## config.mk

```make
export PLATFORM = sky130hd
export DESIGN_NAME = stream_switch
export DESIGN_NICKNAME = d
export VERILOG_FILES = /design/src/rtl/stream_switch_pkg.sv /design/src/rtl/sync_fifo.sv /design/src/rtl/stream_switch.sv
export SDC_FILE = /design/constraint.sdc
export NUM_CORES = 1
export LEC_CHECK = 0
export ABC_AREA = 1
export BUFFER_PORTS_ARGS = -buffer_cell sky130_fd_sc_hd__buf_2
export CORE_MARGIN = 1
export CORE_UTILIZATION = 56
export DETAILED_ROUTE_END_ITERATION = 12
export GPL_ROUTABILITY_DRIVEN = 0
export PLACE_DENSITY = 0.74
export SLEW_MARGIN = 20
export SYNTH_ARGS = -nofsm -noshare
export SYNTH_HDL_FRONTEND = slang
export SYNTH_SLANG_ARGS = --single-unit
```

## constraint.sdc

```tcl
create_clock -name clk -period 2.1 [get_ports clk]
set_input_delay 0.105 -clock clk [delete_from_list [all_inputs] [get_ports clk]]
set_output_delay 0.105 -clock clk [all_outputs]
set_load 0.05 [all_outputs]
```

## src/rtl/stream_switch_pkg.sv

```systemverilog
// stream_switch_pkg: header field layout, parser states and tile count shared by the switch
package stream_switch_pkg;
    localparam int NUM_TILES = 4;
    localparam int DEST_LSB  = 0;
    localparam int LEN_LSB   = 2;
    localparam int BCAST_BIT = 6;
    localparam int RSVD_BIT  = 7;
    typedef enum logic {HDR, PAYLOAD} state_t;
endpackage

```

## src/rtl/sync_fifo.sv

```systemverilog
// sync_fifo: 8-bit synchronous FIFO with wrap-bit pointers to tell full from empty
module sync_fifo #(
    parameter int DEPTH = 4
) (
    input  logic       clk,
    input  logic       rst_n,
    input  logic       push,
    input  logic       pop,
    input  logic [7:0] din,
    output logic [7:0] dout,
    output logic       full,
    output logic       empty
);
    localparam int AW = $clog2(DEPTH);
    logic [7:0]  mem [DEPTH];
    logic [AW:0] wr_ptr, rd_ptr;
    assign empty = wr_ptr == rd_ptr;
    assign full  = (wr_ptr[AW] != rd_ptr[AW]) && (wr_ptr[AW-1:0] == rd_ptr[AW-1:0]);
    assign dout  = mem[rd_ptr[AW-1:0]];
    always_ff @(posedge clk or negedge rst_n) begin
        if (!rst_n) begin
            wr_ptr <= '0;
            rd_ptr <= '0;
        end else begin
            wr_ptr <= (push && !full) ? wr_ptr + 1'b1 : wr_ptr;
            rd_ptr <= (pop && !empty) ? rd_ptr + 1'b1 : rd_ptr;
        end
    end
    always_ff @(posedge clk) begin
        if (push && !full) mem[wr_ptr[AW-1:0]] <= din;
    end
endmodule

```

## src/rtl/stream_switch.sv

```systemverilog
// stream_switch: buffers a framed host byte stream and forwards payload to one or all tile ports
module stream_switch
    import stream_switch_pkg::*;
#(
    parameter int         FIFO_DEPTH = 4,
    parameter logic [7:0] IDLE_BYTE  = 8'h00
) (
    input  logic                   clk,
    input  logic                   rst_n,
    input  logic [7:0]             in_data,
    input  logic                   in_valid,
    output logic                   in_ready,
    input  logic                   hold,
    output logic [8*NUM_TILES-1:0] tile_data,
    output logic [NUM_TILES-1:0]   tile_strobe,
    output logic                   busy,
    output logic                   err
);
    state_t     state;
    logic [3:0] count;
    logic [1:0] dest;
    logic       bcast;
    logic [7:0] fifo_dout;
    logic       full, empty, pop;
    assign in_ready = !full;
    assign pop      = !empty && !hold;
    assign busy     = (state == PAYLOAD) || !empty;
    sync_fifo #(.DEPTH(FIFO_DEPTH)) u_fifo (
        .clk   (clk),
        .rst_n (rst_n),
        .push  (in_valid && in_ready),
        .pop   (pop),
        .din   (in_data),
        .dout  (fifo_dout),
        .full  (full),
        .empty (empty)
    );
    always_ff @(posedge clk or negedge rst_n) begin
        if (!rst_n) begin
            state       <= HDR;
            count       <= '0;
            dest        <= '0;
            bcast       <= 1'b0;
            tile_data   <= {NUM_TILES{IDLE_BYTE}};
            tile_strobe <= '0;
            err         <= 1'b0;
        end else begin
            tile_strobe <= '0;
            if (pop && state == HDR) begin
                if (fifo_dout[RSVD_BIT]) begin
                    err <= 1'b1;
                end else begin
                    dest  <= fifo_dout[DEST_LSB +: 2];
                    count <= fifo_dout[LEN_LSB +: 4];
                    bcast <= fifo_dout[BCAST_BIT];
                    state <= PAYLOAD;
                end
            end else if (pop) begin
                for (int t = 0; t < NUM_TILES; t++) begin
                    if (bcast || dest == 2'(t)) begin
                        tile_data[8*t +: 8] <= fifo_dout;
                        tile_strobe[t]      <= 1'b1;
                    end
                end
                state <= (count == 4'd0) ? HDR : PAYLOAD;
                count <= count - 4'd1;
            end
        end
    end
endmodule

```

Word level (Yosys, flattened, before mapping)
Memories as Yosys holds them, arrays and structs flattened.
Index checks and enable logic that the tools add are counted.
{ "word_totals": {"ram_bits": 32, "latchBits": 0, "memories": 1, "regBits": 51, "output_inout_bits": 39, "romBits": 0, "elab_cells": 65} }
{ "classes": {"n_reduce_logical": 24, "n_addsub": 3, "mul": 0, "n_shift": 0, "bitwise": 3, "div_mod_pow": 0, "eq_ne": 7, "order_cmp": 0, "n_mux": 15} }
{ "memory_table": {"columns": ["memory", "words", "width", "rd", "rd_clocked_by_memory_dff", "write_ports", "line", "rtl"], "rows": [
  ["u_fifo.mem", 4, 8, 1, 0, 1, "sync_fifo.sv:15", "logic [7:0] mem [DEPTH];"]
]} }
{ "ops": {"columns": ["cell", "n"], "rows": [
  ["2-to-1 mux 4 bit", 5],
  ["AND reduction 3 bit", 4],
  ["2-to-1 mux 1 bit", 10],
  ["adder 3 x 1 -> 3 bit (second input constant)", 2],
  ["logical AND 1 bit", 6],
  ["AND reduction 2 bit", 3],
  ["logical OR 1 bit", 5],
  ["equality test 2 bit (second input constant)", 2],
  ["logical NOT 4 bit", 1],
  ["subtractor 4 x 1 -> 4 bit (second input constant)", 1],
  ["equality test 3 bit", 1],
  ["logical NOT 1 bit", 3],
  ["NOT 1 bit", 3],
  ["equality test 2 x 1 -> 1 bit (second input constant)", 1],
  ["equality test 2 bit", 1],
  ["logical NOT 2 bit", 1],
  ["!= test 2 bit (second input constant)", 1],
  ["nonzero test 2 bit", 1],
  ["!= test 1 bit", 1]
]} }

Depth between registers and ports, before layout
{ "logic_depth": {"word_depth": 7, "ltp_mapped": 10} }

By module
A second synthesis with hierarchy kept.
{ "unflattened": {"cells_unflattened": 334, "area_unflattened_um2": 3595.9} }
{ "modules_own_cells": {"columns": ["mod", "area_per_inst_um2", "n_inst", "cells_each"], "rows": [
  ["stream_switch", 1960.6, 1, 196],
  ["sync_fifo", 1635.3, 1, 138]
]} }

Worst setup path after synthesis
Ideal clock, no wire load.
{ "synth_timing": {"kind": "register to register", "start": "reg u_fifo.rd_ptr[1]", "end": "mem u_fifo.mem[3][0] (enable)", "stages_incl_launch_ff": 7, "arrival_ns": 1.837, "period_less_slack_ns": 2.211, "path_slack_ns": -0.111, "t_required_ns": 1.726, "cell_sequence": "dfrtp_1 -> buf_6 -> nand2_1 -> nand2_2 -> nand4_1 -> nand2_1 -> nor2_1"} }
{ "synth_via": {"elab_chain_len": 7} }
{ "synth_lines": {"columns": ["item", "line", "rtl"], "rows": [
  ["start: declaration", "sync_fifo.sv:16", "logic [AW:0] wr_ptr, rd_ptr;"],
  ["start signal: assignment", "sync_fifo.sv:26", "rd_ptr <= (pop && !empty) ? rd_ptr + 1'b1 : rd_ptr;"],
  ["equality test 2 bit *", "sync_fifo.sv:18", "assign full = (wr_ptr[AW] != rd_ptr[AW]) && (wr_ptr[AW-1:0] == rd_ptr[AW-1:0]);"],
  ["logical AND 1 bit *", "sync_fifo.sv:18", null],
  ["logical NOT 1 bit *", "stream_switch.sv:25", "assign in_ready = !full;"],
  ["net in_ready", "stream_switch.sv:12", "output logic in_ready,"],
  ["logical AND 1 bit", "stream_switch.sv:31", ".push (in_valid && in_ready),"],
  ["logical AND 1 bit *", "sync_fifo.sv:30", "if (push && !full) mem[wr_ptr[AW-1:0]] <= din;"],
  ["2-to-1 mux 1 bit *", "sync_fifo.sv:30", null],
  ["2-to-1 mux 1 bit (not written as such) *", "sync_fifo.sv:30", null],
  ["end: declaration", "sync_fifo.sv:15", null]
]} }
Mark *: on every way through the listed nets, which the timed path passes. The rest lies on a longest branch.

Worst setup path in the final report
{ "layout_timing": {"start": "reg u_fifo.rd_ptr[1]", "end": "mem u_fifo.mem[3][3] (enable)"} }
{ "layout_via": {"elab_chain_len": 7} }
{ "layout_lines": {"columns": ["item", "line"], "rows": [
  ["equality test 2 bit *", "sync_fifo.sv:18"],
  ["logical AND 1 bit *", "sync_fifo.sv:18"],
  ["logical NOT 1 bit *", "sync_fifo.sv:30, stream_switch.sv:25"],
  ["logical AND 1 bit", "stream_switch.sv:31"],
  ["logical AND 1 bit *", "sync_fifo.sv:30"],
  ["2-to-1 mux 1 bit *", "sync_fifo.sv:30"],
  ["2-to-1 mux 1 bit (not written as such) *", "sync_fifo.sv:30"]
]} }
Mark *: on every way between the ends. The rest lies on a longest branch, timed or not.

==> out/metrics.cfg <==
[yosys]
synthCells = 353
synth_compound_area_share_pct = 3.53
muxShareOfSynthArea_pct = 0
synthXorXnorAreaFrac_pct = 1.24
ys_ff_latch = 83
synthAdderAreaFrac_pct = 2.47
syn_area_sq_um = 3540
seq_area_frac_synth_pct = 63.2
synth_area_per_cell_sq_um = 10.0
ys_types = 28
yosys.area_share.simple_pct = 25.4
syn_nets = 372
synth_top_family_by_area = simple AND/OR/NAND/NOR gates
ys_warn_count = 0

[final_layout]
nets = 445
final_cell_mix = 153 x nand2_1, 51 x dfrtp_1, 50 x buf_2
multi_input_area_sq_um = 1160
num_antenna_cells = 0
fillers = 477
area_delta_synth_final_pct = 18.5
seq_area_sq_um = 2240
layout_commonest_cell = nand2_1
drive_above_1_share_pct = 21.8

[global_route]
overflow = 0
grt.total_usage_pct = 24.5
antenna_found_initial = 0
grt_pass1_vias = 2349
grt_max_degree = 24
grt_pass1_wl_microns = 11400

[sta]
clock_skew_ps = 16.3
rsz0062_at_grt = false
setup_viol = 0
min_period_ps = 1830
hold_viol = 0
slew_violations = 0
period_share_pct = 87.3
fmax_ghz = 0.546
worst_pin_slew_ps = 680
slew_headroom_pct = 54.7
final.setup.tns_ps = 0

[floorplan]
die-area_sq_um = 6640
core_sq_um = 6030
row_count = 28
initial_core_util_pct = 58.8
die_x_microns = 81.5
die-height_microns = 81.5
ios = 51

[clocking]
cts_root_buf = clkbuf_8
cts_num_sinks = 83
cts.clk_slew.worst_paths_ps = 70
insertion_delay_ps = 360
htreeDepth = 3
tritoncts = yes
clockBufferDepth = 2
tritoncts.num_buffers = 9
cts-resized-gates = 0

[critical_path]
crit_chain = inv_4 -> nand2_2 -> nand2_2 -> nand4_1 -> nand2_1 -> nor2_2
crit_family = simple AND/OR/NAND/NOR gates
cp_slowest_cell = dfrtp_1
arrival_ps = 1840
worst_setup_path_end_kind = flop
critPathLaunchType = flop
path_buf_inv = 1
crit_type = reg -> reg
cpMostUsedCell = nand2_2
cpPeakStageDelay_ps = 550
cp.required_ps = 2110
crit_path_max_fanout = 11

[placed_design]
dp_hpwl_microns = 5040
io_buffers = 50

[detailed_routing]
ant_nets = 0
post_drt_wl_per_cell_microns = 14.1
drt_iter0_drc = 228
post_drt_via_cell_ratio = 5.07
wirelength_microns = 7130
vias = 2563
dr.pass1.iters = 4
drc = 0

[outcome]
status = finished, final reports clean

[job]
max_cap_violations = 0

[min_path]
hp-class = in -> reg

==> routing by layer <==
| layer | GRT usage [%] | up-vias | routed length (microns) |
|---|---|---|---|
| met5 | 0 | - | 0 |
| met4 | 10.2 | 0 | 64 |
| met3 | 7.78 | 7 | 371 |
| met2 | 38.1 | 83 | 3520 |
| met1 | 31.7 | 1191 | 3180 |
| li1 | - | 1282 | - |
==> sequential cells by signal (all words and copies together) (netlist names) <==
register	cells
u_fifo.wr_ptr	3
tile_strobe	4
tile_data	32
err	1
state	1
u_fifo.mem	32
count	4
bcast	1
dest	2
u_fifo.rd_ptr	3
==> worst min-delay path, delay by kind of cell <==
family | cells | cell delay (ps)
simple gates | 1 | 220
xor+xnor | 1 | 100
buf+inv | 1 | 90
==> worst paths after layout <==
path                                              start                      endpoint  slack [ps]  depth (start not counted)
setup / recovery           u_fifo.rd_ptr[1]$_DFFE_PN0P_    u_fifo.mem[3][3]$_DFFE_PP_         270                          6
hold / removal                                 in_valid  u_fifo.wr_ptr[0]$_DFFE_PN0P_         210                          3
setup reg to reg           u_fifo.rd_ptr[1]$_DFFE_PN0P_    u_fifo.mem[3][3]$_DFFE_PP_         270                          6
hold reg to reg               tile_data[18]$_DFFE_PN0P_     tile_data[18]$_DFFE_PN0P_         480                          2
max in group asynchronous                         rst_n  u_fifo.rd_ptr[2]$_DFFE_PN0P_        1150                          3
min in group asynchronous                         rst_n      tile_data[8]$_DFFE_PN0P_         250                          2
==> cells by family (layout without fill, tap and decap cells) <==
family | after synthesis | count (layout)
buf+inv | 34 | 112
flops | 83 | 83
xor+xnor | 5 | 5
compound gates | 23 | 23
simple gates | 201 | 201
fa+ha+maj | 7 | 7
==> area by class of cell <==
class	instances	area share (%)
Clock buffer	11	3.13
Inverter	29	2.71
Clock inverter	5	1.46
Timing Repair Buffer	67	9.54
Tap cell	75	2.24
Sequential cell	83	53.3
Multi-Input combinational cell	236	27.6
==> timing repair <==
item	CTS	global route
hold endpoints to repair	47	0
buffers inserted	0	0
setup endpoints to repair	0	0
hold buffers	9	0
==> Yosys cell counts, drive strengths merged <==
| cell type | number | area, sq um |
|---|---|---|
| nor3 | 5 | 70.1 |
| inv | 29 | 114 |
| o21ai | 12 | 60.1 |
| nand4 | 6 | 37.5 |
| edfxtp | 32 | 961 |
| nand2 | 161 | 638 |
| nand3 | 14 | 87.6 |
| nor2 | 15 | 66.3 |
| buf | 5 | 33.8 |
| o21bai | 1 | 7.51 |
| xor2 | 3 | 26.3 |
| a21oi | 7 | 38.8 |
| ha | 7 | 87.6 |
| o22ai | 3 | 18.8 |
| dfrtp | 51 | 1280 |
| xnor2 | 2 | 17.5 |
==> through the flow <==
stage | std cells | area, sq um | utilization, % | hold slack [ps] | setup WS (ps)
after global placement | 481 | 3910 | 65.0 | 111 | 337
after floorplan | 353 | 3540 | - | -191 | -100
after global routing | 506 | 4200 | 69.6 | 220 | 41.2
final | 506 | 4200 | 69.6 | 213 | 267
after CTS | 506 | 4200 | 69.6 | 209 | 250
after detailed placement | 481 | 3910 | 65.0 | 115 | 254
Power is left out: the tool's default activity adds up to more than one toggle a clock period on the data nets, which glitch-free logic cannot reach.
